File: src/rtl/wasm_cpu_if.sv
// Fetch bus between wasm_cpu (master) and a wide-fetch byte ROM (slave).
interface wasm_cpu_if #(
  parameter int unsigned MEM_DEPTH = 4
);
  logic [MEM_DEPTH:0] mem_addr;
  logic [3:0]         mem_extra;
  logic [127:0]       mem_data;
  logic               mem_error;

  modport master (output mem_addr, output mem_extra, input mem_data, input mem_error);
  modport slave  (input mem_addr, input mem_extra, output mem_data, output mem_error);
endinterface

File: src/rtl/wasm_cpu.sv
// wasm_cpu: two-cycle (FETCH/EXEC) WebAssembly stack-machine core, integer/const subset.
// Optional macro WASM_CPU_TYPECHECK_EN: binary ops trap TYPE_MISMATCH on operand type mismatch.
module wasm_cpu #(
  parameter int unsigned HAS_FPU   = 1,
  parameter int unsigned USE_64B   = 1,
  parameter int unsigned MEM_DEPTH = 4
) (
  input  logic        clk,
  input  logic        reset,
  wasm_cpu_if.master  mem,
  output logic [63:0] result,
  output logic [1:0]  result_type,
  output logic        result_empty,
  output logic [3:0]  trap
);
  localparam int unsigned PCW = MEM_DEPTH + 1;

  typedef enum logic [1:0] {
    ST_FETCH = 2'd0,
    ST_EXEC  = 2'd1,
    ST_HALT  = 2'd2
  } state_t;

  localparam logic [3:0] TRAP_NONE          = 4'd0;
  localparam logic [3:0] TRAP_UNREACHABLE   = 4'd1;
  localparam logic [3:0] TRAP_BAD_OPCODE    = 4'd2;
  localparam logic [3:0] TRAP_UNDERFLOW     = 4'd3;
  localparam logic [3:0] TRAP_OVERFLOW      = 4'd4;
  localparam logic [3:0] TRAP_NO_64B        = 4'd5;
  localparam logic [3:0] TRAP_MEM_ERROR     = 4'd6;
  localparam logic [3:0] TRAP_TYPE_MISMATCH = 4'd7;
  localparam logic [3:0] TRAP_NO_FPU        = 4'd8;

  localparam logic [1:0] TY_I32 = 2'd0;
  localparam logic [1:0] TY_I64 = 2'd1;
  localparam logic [1:0] TY_F32 = 2'd2;
  localparam logic [1:0] TY_F64 = 2'd3;

  typedef struct packed {
    logic        ok;
    logic [3:0]  len;
    logic [63:0] value;
  } leb_t;

  // Signed LEB128: 7-bit groups little-endian, sign taken from bit 6 of the last byte.
  function automatic leb_t leb_decode(input logic [79:0] bytes, input logic is64);
    leb_t       r;
    logic [69:0] acc;
    logic       sign;
    logic       done;
    logic [3:0] maxlen;
    r      = '0;
    acc    = '0;
    sign   = 1'b0;
    done   = 1'b0;
    maxlen = is64 ? 4'd10 : 4'd5;
    for (int i = 0; i < 10; i++) begin
      if (!done && (4'(i) < maxlen)) begin
        acc[7*i +: 7] = bytes[8*i +: 7];
        if (!bytes[8*i+7]) begin
          done  = 1'b1;
          r.len = 4'(i + 1);
          sign  = bytes[8*i+6];
        end else begin
          done = 1'b0;
        end
      end
    end
    for (int j = 0; j < 70; j++) begin
      if (done && (j >= 7 * int'(r.len))) begin
        acc[j] = sign;
      end
    end
    r.ok    = done;
    r.value = is64 ? acc[63:0] : {32'd0, acc[31:0]};
    return r;
  endfunction

  state_t      state_r;
  logic [PCW-1:0] pc_r;
  logic [3:0]  mem_extra_r;
  logic [3:0]  depth_r;
  logic [63:0] stack_val_r  [8];
  logic [1:0]  stack_type_r [8];
  logic [63:0] result_r;
  logic [1:0]  result_type_r;
  logic        result_empty_r;
  logic [3:0]  trap_r;

  logic [7:0]  op_s;
  leb_t        leb_s;
  logic [2:0]  top_idx_s;
  logic [2:0]  sec_idx_s;
  logic [2:0]  wr_idx_s;
  logic [63:0] a_val_s;
  logic [63:0] b_val_s;
  logic        op64_s;
  logic        opsub_s;
  logic [1:0]  bin_type_s;
  logic        type_bad_s;
  logic [31:0] arith32_s;
  logic [63:0] arith_s;
  logic        full_s;
  logic [3:0]  exec_trap_s;
  logic        exec_end_s;
  logic        do_push_s;
  logic [63:0] push_val_s;
  logic [1:0]  push_type_s;
  logic [3:0]  depth_next_s;
  logic [3:0]  pc_step_s;
  logic        unused_hi_s;

  assign unused_hi_s   = ^mem.mem_data[127:88];
  assign mem.mem_addr  = pc_r;
  assign mem.mem_extra = mem_extra_r;
  assign result        = result_r;
  assign result_type   = result_type_r;
  assign result_empty  = result_empty_r;
  assign trap          = trap_r;

  // Decode the fetched window and work out the trap, stack update and pc step.
  always_comb begin
    op_s       = mem.mem_data[7:0];
    leb_s      = leb_decode(mem.mem_data[87:8], op_s == 8'h42);
    top_idx_s  = depth_r[2:0] - 3'd1;
    sec_idx_s  = depth_r[2:0] - 3'd2;
    a_val_s    = stack_val_r[sec_idx_s];
    b_val_s    = stack_val_r[top_idx_s];
    op64_s     = (op_s == 8'h7C) || (op_s == 8'h7D);
    opsub_s    = (op_s == 8'h6B) || (op_s == 8'h7D);
    bin_type_s = op64_s ? TY_I64 : TY_I32;
`ifdef WASM_CPU_TYPECHECK_EN
    type_bad_s = (stack_type_r[sec_idx_s] != bin_type_s) ||
                 (stack_type_r[top_idx_s] != bin_type_s);
`else
    type_bad_s = 1'b0;
`endif
    arith32_s = opsub_s ? (a_val_s[31:0] - b_val_s[31:0]) : (a_val_s[31:0] + b_val_s[31:0]);
    if (op64_s) begin
      arith_s = opsub_s ? (a_val_s - b_val_s) : (a_val_s + b_val_s);
    end else begin
      arith_s = {32'd0, arith32_s};
    end
    full_s       = (depth_r == 4'd8);
    exec_trap_s  = TRAP_NONE;
    exec_end_s   = 1'b0;
    do_push_s    = 1'b0;
    push_val_s   = 64'd0;
    push_type_s  = TY_I32;
    depth_next_s = depth_r;
    wr_idx_s     = depth_r[2:0];
    pc_step_s    = 4'd1;
    if (mem.mem_error) begin
      exec_trap_s = TRAP_MEM_ERROR;
    end else begin
      case (op_s)
        8'h00: exec_trap_s = TRAP_UNREACHABLE;
        8'h01: pc_step_s = 4'd1;
        8'h0B: exec_end_s = 1'b1;
        8'h1A: begin
          if (depth_r == 4'd0) begin
            exec_trap_s = TRAP_UNDERFLOW;
          end else begin
            depth_next_s = depth_r - 4'd1;
          end
        end
        8'h41, 8'h42: begin
          if ((op_s == 8'h42) && (USE_64B == 32'd0)) begin
            exec_trap_s = TRAP_NO_64B;
          end else if (!leb_s.ok) begin
            exec_trap_s = TRAP_BAD_OPCODE;
          end else if (full_s) begin
            exec_trap_s = TRAP_OVERFLOW;
          end else begin
            do_push_s    = 1'b1;
            push_val_s   = leb_s.value;
            push_type_s  = (op_s == 8'h42) ? TY_I64 : TY_I32;
            depth_next_s = depth_r + 4'd1;
            pc_step_s    = leb_s.len + 4'd1;
          end
        end
        8'h43, 8'h44: begin
          if (HAS_FPU == 32'd0) begin
            exec_trap_s = TRAP_NO_FPU;
          end else if (full_s) begin
            exec_trap_s = TRAP_OVERFLOW;
          end else begin
            do_push_s    = 1'b1;
            depth_next_s = depth_r + 4'd1;
            if (op_s == 8'h43) begin
              push_val_s  = {32'd0, mem.mem_data[39:8]};
              push_type_s = TY_F32;
              pc_step_s   = 4'd5;
            end else begin
              push_val_s  = mem.mem_data[71:8];
              push_type_s = TY_F64;
              pc_step_s   = 4'd9;
            end
          end
        end
        8'h6A, 8'h6B, 8'h7C, 8'h7D: begin
          if (op64_s && (USE_64B == 32'd0)) begin
            exec_trap_s = TRAP_NO_64B;
          end else if (depth_r < 4'd2) begin
            exec_trap_s = TRAP_UNDERFLOW;
          end else if (type_bad_s) begin
            exec_trap_s = TRAP_TYPE_MISMATCH;
          end else begin
            do_push_s    = 1'b1;
            push_val_s   = arith_s;
            push_type_s  = bin_type_s;
            wr_idx_s     = sec_idx_s;
            depth_next_s = depth_r - 4'd1;
          end
        end
        default: exec_trap_s = TRAP_BAD_OPCODE;
      endcase
    end
  end

  // Control FSM, operand stack and registered result/trap outputs.
  always_ff @(posedge clk or negedge reset) begin
    if (!reset) begin
      state_r        <= ST_FETCH;
      pc_r           <= '0;
      mem_extra_r    <= 4'd0;
      depth_r        <= 4'd0;
      result_r       <= 64'd0;
      result_type_r  <= TY_I32;
      result_empty_r <= 1'b1;
      trap_r         <= TRAP_NONE;
      for (int i = 0; i < 8; i++) begin
        stack_val_r[i]  <= 64'd0;
        stack_type_r[i] <= TY_I32;
      end
    end else begin
      case (state_r)
        ST_FETCH: begin
          state_r     <= ST_EXEC;
          mem_extra_r <= 4'd15;
        end
        ST_EXEC: begin
          if (exec_trap_s != TRAP_NONE) begin
            trap_r      <= exec_trap_s;
            mem_extra_r <= 4'd0;
            state_r     <= ST_HALT;
          end else if (exec_end_s) begin
            mem_extra_r <= 4'd0;
            state_r     <= ST_HALT;
            if (depth_r == 4'd0) begin
              result_r       <= 64'd0;
              result_type_r  <= TY_I32;
              result_empty_r <= 1'b1;
            end else begin
              result_r       <= stack_val_r[top_idx_s];
              result_type_r  <= stack_type_r[top_idx_s];
              result_empty_r <= 1'b0;
            end
          end else begin
            if (do_push_s) begin
              stack_val_r[wr_idx_s]  <= push_val_s;
              stack_type_r[wr_idx_s] <= push_type_s;
            end else begin
              stack_val_r[wr_idx_s]  <= stack_val_r[wr_idx_s];
            end
            depth_r <= depth_next_s;
            pc_r    <= pc_r + PCW'(pc_step_s);
            state_r <= ST_FETCH;
          end
        end
        ST_HALT: state_r <= ST_HALT;
        default: state_r <= ST_HALT;
      endcase
    end
  end
endmodule

File: src/flat_wrapper.sv
// flat-port wrapper written by rule: the top's interface ports become plain ports
module wasm_cpu_flat 
#(
  parameter int unsigned HAS_FPU   = 1,
  parameter int unsigned USE_64B   = 1,
  parameter int unsigned MEM_DEPTH = 4
)
  (clk, reset, result, result_type, result_empty, trap, mem_mem_addr, mem_mem_extra, mem_mem_data, mem_mem_error);
  wasm_cpu_if #(.MEM_DEPTH(MEM_DEPTH)) mem_i ();
  input  logic clk;
  input  logic reset;
  output logic [63:0] result;
  output logic [1:0] result_type;
  output logic result_empty;
  output logic [3:0] trap;
  output wire logic [$bits(mem_i.mem_addr)-1:0] mem_mem_addr;
  output wire logic [$bits(mem_i.mem_extra)-1:0] mem_mem_extra;
  input wire logic [$bits(mem_i.mem_data)-1:0] mem_mem_data;
  input wire logic [$bits(mem_i.mem_error)-1:0] mem_mem_error;
  assign mem_mem_addr = mem_i.mem_addr;
  assign mem_mem_extra = mem_i.mem_extra;
  assign mem_i.mem_data = mem_mem_data;
  assign mem_i.mem_error = mem_mem_error;
  wasm_cpu #(.HAS_FPU(HAS_FPU), .USE_64B(USE_64B), .MEM_DEPTH(MEM_DEPTH)) u_core (.clk(clk), .reset(reset), .mem(mem_i), .result(result), .result_type(result_type), .result_empty(result_empty), .trap(trap));
endmodule
File: config.mk
export PLATFORM = sky130hd
export DESIGN_NAME = wasm_cpu_flat
export DESIGN_NICKNAME = d
export VERILOG_FILES = /design/src/rtl/wasm_cpu_if.sv /design/src/rtl/wasm_cpu.sv /design/src/flat_wrapper.sv
export SDC_FILE = /design/constraint.sdc
export NUM_CORES = 2
export LEC_CHECK = 0
export CAP_MARGIN = 0
export CORE_ASPECT_RATIO = 1.2
export CORE_UTILIZATION = 30
export DETAILED_ROUTE_END_ITERATION = 8
export PLACE_DENSITY = 0.53
export SLEW_MARGIN = 15
export SYNTH_ARGS = -nofsm -noshare
export SYNTH_HDL_FRONTEND = slang
export SYNTH_SLANG_ARGS = --single-unit
File: constraint.sdc
create_clock -name clk -period 22.2 [get_ports clk]
set_input_delay 2.22 -clock clk [delete_from_list [all_inputs] [get_ports clk]]
set_output_delay 2.22 -clock clk [all_outputs]
set_load 0.02 [all_outputs]
# Yosys cells after proc, flatten, opt, wreduce, memory -nomap -nowiden
# Index checks and enable logic that the tools add are counted.
dict set report totals {
  regBits 614
  output_inout_bits 80
  wordCells 449
}
dict set report op_classes {
  n_addsub 10
  mul 1
  order_cmp 79
  n_eq_ne 17
  mux 211
  bitwise_logic 6
  reduce_logical 101
}
# operator count
set op_table {}
lappend op_table {{64-bit 2-to-1 mux} 17}
lappend op_table {{512-bit bitwise mux} 2}
lappend op_table {{7-bit by 32-bit greater-or-equal comparator with 1-bit output, first input constant} 32}
lappend op_table {{64-bit binary-select mux with 3-bit select} 3}
lappend op_table {{6-bit by 32-bit greater-or-equal comparator with 1-bit output, first input constant} 16}
lappend op_table {{512-bit 2-to-1 mux} 1}
lappend op_table {{5-bit by 32-bit greater-or-equal comparator with 1-bit output, first input constant} 8}
lappend op_table {{64-bit demux with 3-bit select} 1}
lappend op_table {{64-bit case mux with 3 select lines} 1}
lappend op_table {{4-bit by 32-bit greater-or-equal comparator with 1-bit output, first input constant} 4}
lappend op_table {{4-bit 2-to-1 mux} 32}
lappend op_table {{1-bit 2-to-1 mux} 117}
lappend op_table {{1-bit logical AND} 74}
lappend op_table {{64-bit adder} 1}
lappend op_table {{8-bit by 7-bit == test with 1-bit output, second input constant} 8}
lappend op_table {{3-bit by 32-bit greater-or-equal comparator with 1-bit output, first input constant} 2}
lappend op_table {{64-bit subtractor} 1}
lappend op_table {{7-bit 2-to-1 mux} 9}
lappend op_table {{32-bit adder} 1}
lappend op_table {{1-bit by 32-bit greater-or-equal comparator with 1-bit output, first input constant} 1}
lappend op_table {{2-bit by 32-bit greater-or-equal comparator with 1-bit output, first input constant} 1}
lappend op_table {{32-bit 2-to-1 mux} 1}
lappend op_table {{32-bit subtractor} 1}
lappend op_table {{2-bit 2-to-1 mux} 13}
lappend op_table {{other kinds (46)} 78}

# Longest topological paths before layout
dict set report depth {
  ltp_word 42
  mapped_depth 40
}

# Worst setup path before layout
# OpenSTA, ideal clock, no wires.
dict set report synth_path {
  path_kind {reg-to-reg}
  startpoint {register u_core.depth_r[0]}
  endpoint {register u_core.stack_val_r[127] (netlist name)}
  setup_time_ns 0.067
  t_arrival_ns 9.212
  required_ns 22.133
  setup_slack_ns 12.921
  stages_incl_launch_ff 39
  path_cell_list {dfrtp_1 -> buf_4 -> buf_6 -> buf_4 -> inv_2 -> buf_2 -> buf_2 -> buf_2 -> buf_2 -> buf_2 -> ha_1 -> xor2_1 -> buf_2 -> buf_2 -> buf_2 -> buf_4 -> buf_2 -> buf_2 -> [... 3 more ...] -> o21a_1 -> nand4_1 -> or4_4 -> nor3_1 -> nor2_1 -> xor2_1 -> ha_1 -> clkbuf_1 -> nand4_1 -> or3_1 -> nor4_1 -> nand3_1 -> a21oi_1 -> nor3_1 -> clkbuf_1 -> or3_1 -> mux2_2 -> nand2_1}
}
dict set report synth_via {
  elab_chain_cells 13
}
# element line_no
set synth_lines {}
lappend synth_lines {{start, declared} wasm_cpu.sv:82} ;# logic [3:0] depth_r;
lappend synth_lines {{start signal, assigned} wasm_cpu.sv:266} ;# depth_r <= depth_next_s;
lappend synth_lines {{3-bit by 1-bit subtractor with 3-bit output (*)} wasm_cpu.sv:125} ;# top_idx_s = depth_r[2:0] - 3'd1;
lappend synth_lines {{via u_core.top_idx_s[0]} wasm_cpu.sv:92} ;# logic [2:0] top_idx_s;
lappend synth_lines {{3-bit NOT with 4-bit output (not written as such) (*)} wasm_cpu.sv:128} ;# b_val_s = stack_val_r[top_idx_s];
lappend synth_lines {{64-bit binary-select mux with 3-bit select (*)} wasm_cpu.sv:128}
lappend synth_lines {{64-bit 2-to-1 mux (not written as such) (*) (2 in a row)} wasm_cpu.sv:128}
lappend synth_lines {{64-bit adder or 64-bit subtractor (tied branches)} wasm_cpu.sv:140} ;# arith_s = opsub_s ? (a_val_s - b_val_s) : (a_val_s + b_val_s);
lappend synth_lines {{64-bit 2-to-1 mux (*)} wasm_cpu.sv:140}
lappend synth_lines {{64-bit 2-to-1 mux (*)} wasm_cpu.sv:139} ;# if (op64_s) begin
lappend synth_lines {{64-bit 2-to-1 mux (*)} wasm_cpu.sv:204} ;# end else if (depth_r < 4'd2) begin
lappend synth_lines {{64-bit case mux with 3 select lines (*)} wasm_cpu.sv:156} ;# case (op_s)
lappend synth_lines {{64-bit 2-to-1 mux (*)} wasm_cpu.sv:153} ;# if (mem.mem_error) begin
lappend synth_lines {{512-bit bitwise mux (*)} wasm_cpu.sv:261} ;# stack_val_r[wr_idx_s] <= push_val_s;
lappend synth_lines {{512-bit 2-to-1 mux (*)} wasm_cpu.sv:260} ;# if (do_push_s) begin
lappend synth_lines {{end signal, assigned by index} wasm_cpu.sv:261}
lappend synth_lines {{end signal, assigned by index} wasm_cpu.sv:264} ;# stack_val_r[wr_idx_s] <= stack_val_r[wr_idx_s];
lappend synth_lines {{end, declared} wasm_cpu.sv:83} ;# logic [63:0] stack_val_r [8];
# Mark *: on every way through the listed nets, which the timed path passes. The rest lies on a longest branch. The select of a mux whose other input is x is not followed.
# A chain may end at the register's enable or synchronous reset.

# Worst setup path after layout
dict set report layout_path {
  startpoint {input mem_mem_data[15]}
  endpoint {register u_core.stack_val_r[240] (netlist name)}
}
dict set report layout_via {
  elab_chain_cells 40
}
# element line_no
set layout_lines {}
lappend layout_lines {{start, declared} flat_wrapper.sv:18} ;# input wire logic [$bits(mem_i.mem_data)-1:0] mem_mem_data;
lappend layout_lines {{1-bit 2-to-1 mux} wasm_cpu.sv:60} ;# if (!bytes[8*i+7]) begin
lappend layout_lines {{1-bit 2-to-1 mux} wasm_cpu.sv:58} ;# if (!done && (4'(i) < maxlen)) begin
lappend layout_lines {{1-bit logical NOT} wasm_cpu.sv:58}
lappend layout_lines {{1-bit logical AND} wasm_cpu.sv:58}
lappend layout_lines {{1-bit 2-to-1 mux} wasm_cpu.sv:58}
lappend layout_lines {{1-bit logical NOT} wasm_cpu.sv:58}
lappend layout_lines {{1-bit logical AND} wasm_cpu.sv:58}
lappend layout_lines {{1-bit 2-to-1 mux} wasm_cpu.sv:58}
lappend layout_lines {{[... 24 more ...]} n/a}
lappend layout_lines {{1-bit 2-to-1 mux} wasm_cpu.sv:70} ;# if (done && (j >= 7 * int'(r.len))) begin
lappend layout_lines {{64-bit 2-to-1 mux} wasm_cpu.sv:75} ;# r.value = is64 ? acc[63:0] : {32'd0, acc[31:0]};
lappend layout_lines {{64-bit 2-to-1 mux} wasm_cpu.sv:172} ;# end else if (full_s) begin
lappend layout_lines {{64-bit 2-to-1 mux} wasm_cpu.sv:170} ;# end else if (!leb_s.ok) begin
lappend layout_lines {{64-bit case mux with 3 select lines} wasm_cpu.sv:156}
lappend layout_lines {{64-bit 2-to-1 mux} wasm_cpu.sv:153}
lappend layout_lines {{512-bit bitwise mux} wasm_cpu.sv:261}
lappend layout_lines {{512-bit 2-to-1 mux} wasm_cpu.sv:260}
# Several ways; a longest one is shown, not always the timed one.

==> flow_summary.json <==
{
  "critPathKind": "in -> reg",
  "postCtsSetupBuffers": 0,
  "outcome": "finished clean",
  "synth-seq-cells": 610,
  "rows": 154,
  "synthArstFlopShare_pct": 100.0,
  "initial_core_util_pct": 30.33,
  "yosys_warnings": 0,
  "tightest_slew_ns": 1.246,
  "ys_types": 91,
  "r2r-start": "u_core.depth_r[0]$_DFFE_PN0P_",
  "first_global_vias": 37750,
  "crit_family": "simple AND/OR/NAND/NOR gates",
  "crit_slowest_cell": "clkdlybuf4s50_1",
  "cts.htree.levels": 3,
  "synthCells": 4682,
  "worstPathRequired_ns": 22.75,
  "crit_chain": "clkdlybuf4s50_1, and3_1, nand3_1, nor3_2, and2_1, a21oi_1, o21ai_0, buf_4, inv_1, fa_1, inv_1, ha_1, fa_1, nor2_1, nand2_1, nand2_1, o21ai_0, mux2i_1, a222oi_1, a31oi_1, nand2_1, nand2_1",
  "cts_tree": "built",
  "min_period_over_period_pct": 47.01,
  "total_power_mw": 2.757,
  "synth_edf_count": 0,
  "dieArea_mm2": 0.1504,
  "synthFlopType": "dfrtp_1",
  "drt-total-wl_um": 175400,
  "cts_root_buf": "clkbuf_16",
  "hold_buffers": 0,
  "nNetsFinal": 4872,
  "final_common_cell": "nand2_1",
  "layout-drive-gt1-share_pct": 16.97,
  "wl_per_cell_um": 26.39,
  "cts_sinks": 610,
  "combPwrFrac_pct": 18.0,
  "hold_path.startpoint": "u_core.mem.mem_addr[4]$_DFFE_PN0P_",
  "place_congestion": 0.9593,
  "utilization_pct": 34.22,
  "netlist_area_mm2": 0.04465,
  "peakVddDrop_mv": 0.05872,
  "dp_hpwl_um": 120000,
  "ctsResizeCount": 0,
  "arrival_ns": 10.99,
  "avgSynthCellArea_um2": 9.536,
  "port-buffer-count": 164,
  "fmax_mhz": 95.81,
  "drt_pass1_iterations": 6,
  "clock_path_buffers": 3,
  "period_needed_ns": 10.44,
  "p_int_mw": 1.939,
  "finalMaxSlewViolations": 0,
  "hp-class": "reg -> reg",
  "clock_latency_ns": 0.67,
  "clkPwrFrac_pct": 41.5,
  "final_cell_mix": "nand2_1 (974), dfrtp_1 (606), o21ai_0 (509), mux4_2 (333), a21oi_1 (236)",
  "swShare_pct": 29.68,
  "synth_nets": 4904,
  "p_per_area_mw_per_mm2": 54.74,
  "grt_max_degree": 148,
  "fin_skew_ns": 0.01970,
  "p_leak_nw": 20.79,
  "hold_viol": 0,
  "p_switching_mw": 0.8183,
  "core_mm2": 0.1472,
  "ant_nets": 0,
  "antenna_found_initial": 7,
  "slew_headroom_pct": 16.07,
  "crit_path_max_incr_delay_ns": 1.18,
  "grt_pass1_wl_um": 259400,
  "cts-buffers-inserted": 66,
  "crit_top_cell": "nand2_1",
  "crit_buf_inv": 4,
  "die_h_um": 424.6,
  "overflow": 0,
  "die_w_um": 354.2,
  "finalSetupTns_ns": 0,
  "boundaryPins": 211,
  "num_vias": 39330,
  "track_usage_pct": 22.93,
  "crit_fanout": 21,
  "area_growth_pct": 12.82,
  "drt_iter0_drc": 4636,
  "critPathCaptureType": "flop",
  "maxCapViolations": 0,
  "yosysSeqAreaShare_pct": 34.19,
  "critPathLaunchType": "input pin",
  "place_ws_ns": 11.30,
  "clk_pin_slew_ns": 0.06,
  "rsz0062_at_grt": "no",
  "worstSetupStartpoint": "mem_mem_data[15]",
  "seq_power_share_pct": 40.5,
  "setup-violations-final": 0,
  "drc_errors": 0,
  "fin_ws_ns": 11.76,
  "vias_per_cell": 5.918
}
layer usage:
| metal | up-vias | track usage, % | part of all wire (%) |
|---|---|---|---|
| li1 | 17240 | - | - |
| met1 | 19880 | 30.21 | 41 |
| met2 | 1843 | 36.78 | 47 |
| met3 | 369 | 3.614 | 7.9 |
| met4 | 4 | 10.82 | 4.8 |
| met5 | - | 0 | 0.013 |
worst reg2reg max path, delay by kind of cell, from the launching register on:
family          cells  cell delay, ns
mux                 2            0.86
simple gates        5            1.80
flops               1            0.73
xor+xnor            1            0.10
fa+ha+maj           2            1.04
buf+inv             4            1.35
compound gates      9            3.41
cell families (layout without fill, tap and decap cells):
logic type | Yosys count | count (layout) | share of synthesized area [%]
other cells | 1 | 5 | 0.008400
xor+xnor | 117 | 117 | 2.295
fa+ha+maj | 91 | 91 | 2.668
mux | 698 | 698 | 25.50
simple gates | 1586 | 1586 | 15.50
flops | 610 | 610 | 34.19
buf+inv | 415 | 425 | 3.974
compound gates | 1164 | 1164 | 15.87
registers in the layout, summed over array words and instances (netlist names), 2 cells and up:
register	flops
u_core.stack_val_r	512
u_core.result	64
u_core.stack_type_r	16
u_core.mem.mem_addr	5
u_core.depth_r	4
u_core.trap	3
u_core.result_type	2
u_core.state_r	2
Yosys cell counts, drive strengths merged (84+ instances only):
library cell / count / area share (%)
dfrtp: 609 / 34
nand3: 105 / 1.2
nor2: 184 / 1.6
ha: 84 / 2.4
nor3: 117 / 1.4
a21oi: 246 / 2.8
o21ai: 523 / 5.9
mux2: 184 / 4.6
mux4: 333 / 17
clkbuf: 212 / 1.8
nand2: 976 / 8.2
buf: 145 / 1.7
mux2i: 181 / 4.1
final timing paths:
| check | endpoint | slack [ns] | cells past startpoint |
|---|---|---|---|
| min in group asynchronous | u_core.stack_type_r[0]$_DFFE_PN0P_ | 1.50 | 1 |
| setup reg to reg | u_core.stack_val_r[371]$_DFFE_PN0P_ | 12.78 | 23 |
| hold reg to reg | u_core.mem.mem_addr[4]$_DFFE_PN0P_ | 0.46 | 1 |
| max in group asynchronous | u_core.stack_val_r[389]$_DFFE_PN0P_ | 17.14 | 5 |
| hold / removal | u_core.mem.mem_addr[4]$_DFFE_PN0P_ | 0.46 | 1 |
| setup / recovery | u_core.stack_val_r[240]$_DFFE_PN0P_ | 11.76 | 22 |
metrics by stage:
stage | std cells | instance area (µm²) | hold WS [ns]
final | 6646 | 50370 | 0.4648
after global routing | 6643 | 50360 | 0.4784
after CTS | 6642 | 50350 | 0.4704
after detailed placement | 6532 | 48200 | 0.4579
after global placement | 6532 | 48200 | 0.4557
after floorplan | 4682 | 44650 | 0.4446
cell type report:
type                    instances  area [µm²]
inverters                      58       225.2
multi-input cells            3657       27840
clock inverters                14       185.2
well taps                    1950        2440
repair buffers                257        2420
diodes                          4       10.01
flip-flops and latches        610       15280
clock buffers                  96        1968
fillers                     15030       96840
power groups by stage:
stage | combinational [mW] | sequential, mW | clock [mW]
floorplan | 0.318 | 1.14 | 0
global placement | 0.486 | 1.14 | 0
detailed placement | 0.486 | 1.14 | 0
CTS | 0.489 | 1.12 | 1.17
global route | 0.534 | 1.12 | 1.20
finish | 0.497 | 1.12 | 1.14
No activity file was read; power rests on OpenSTA's default activity.
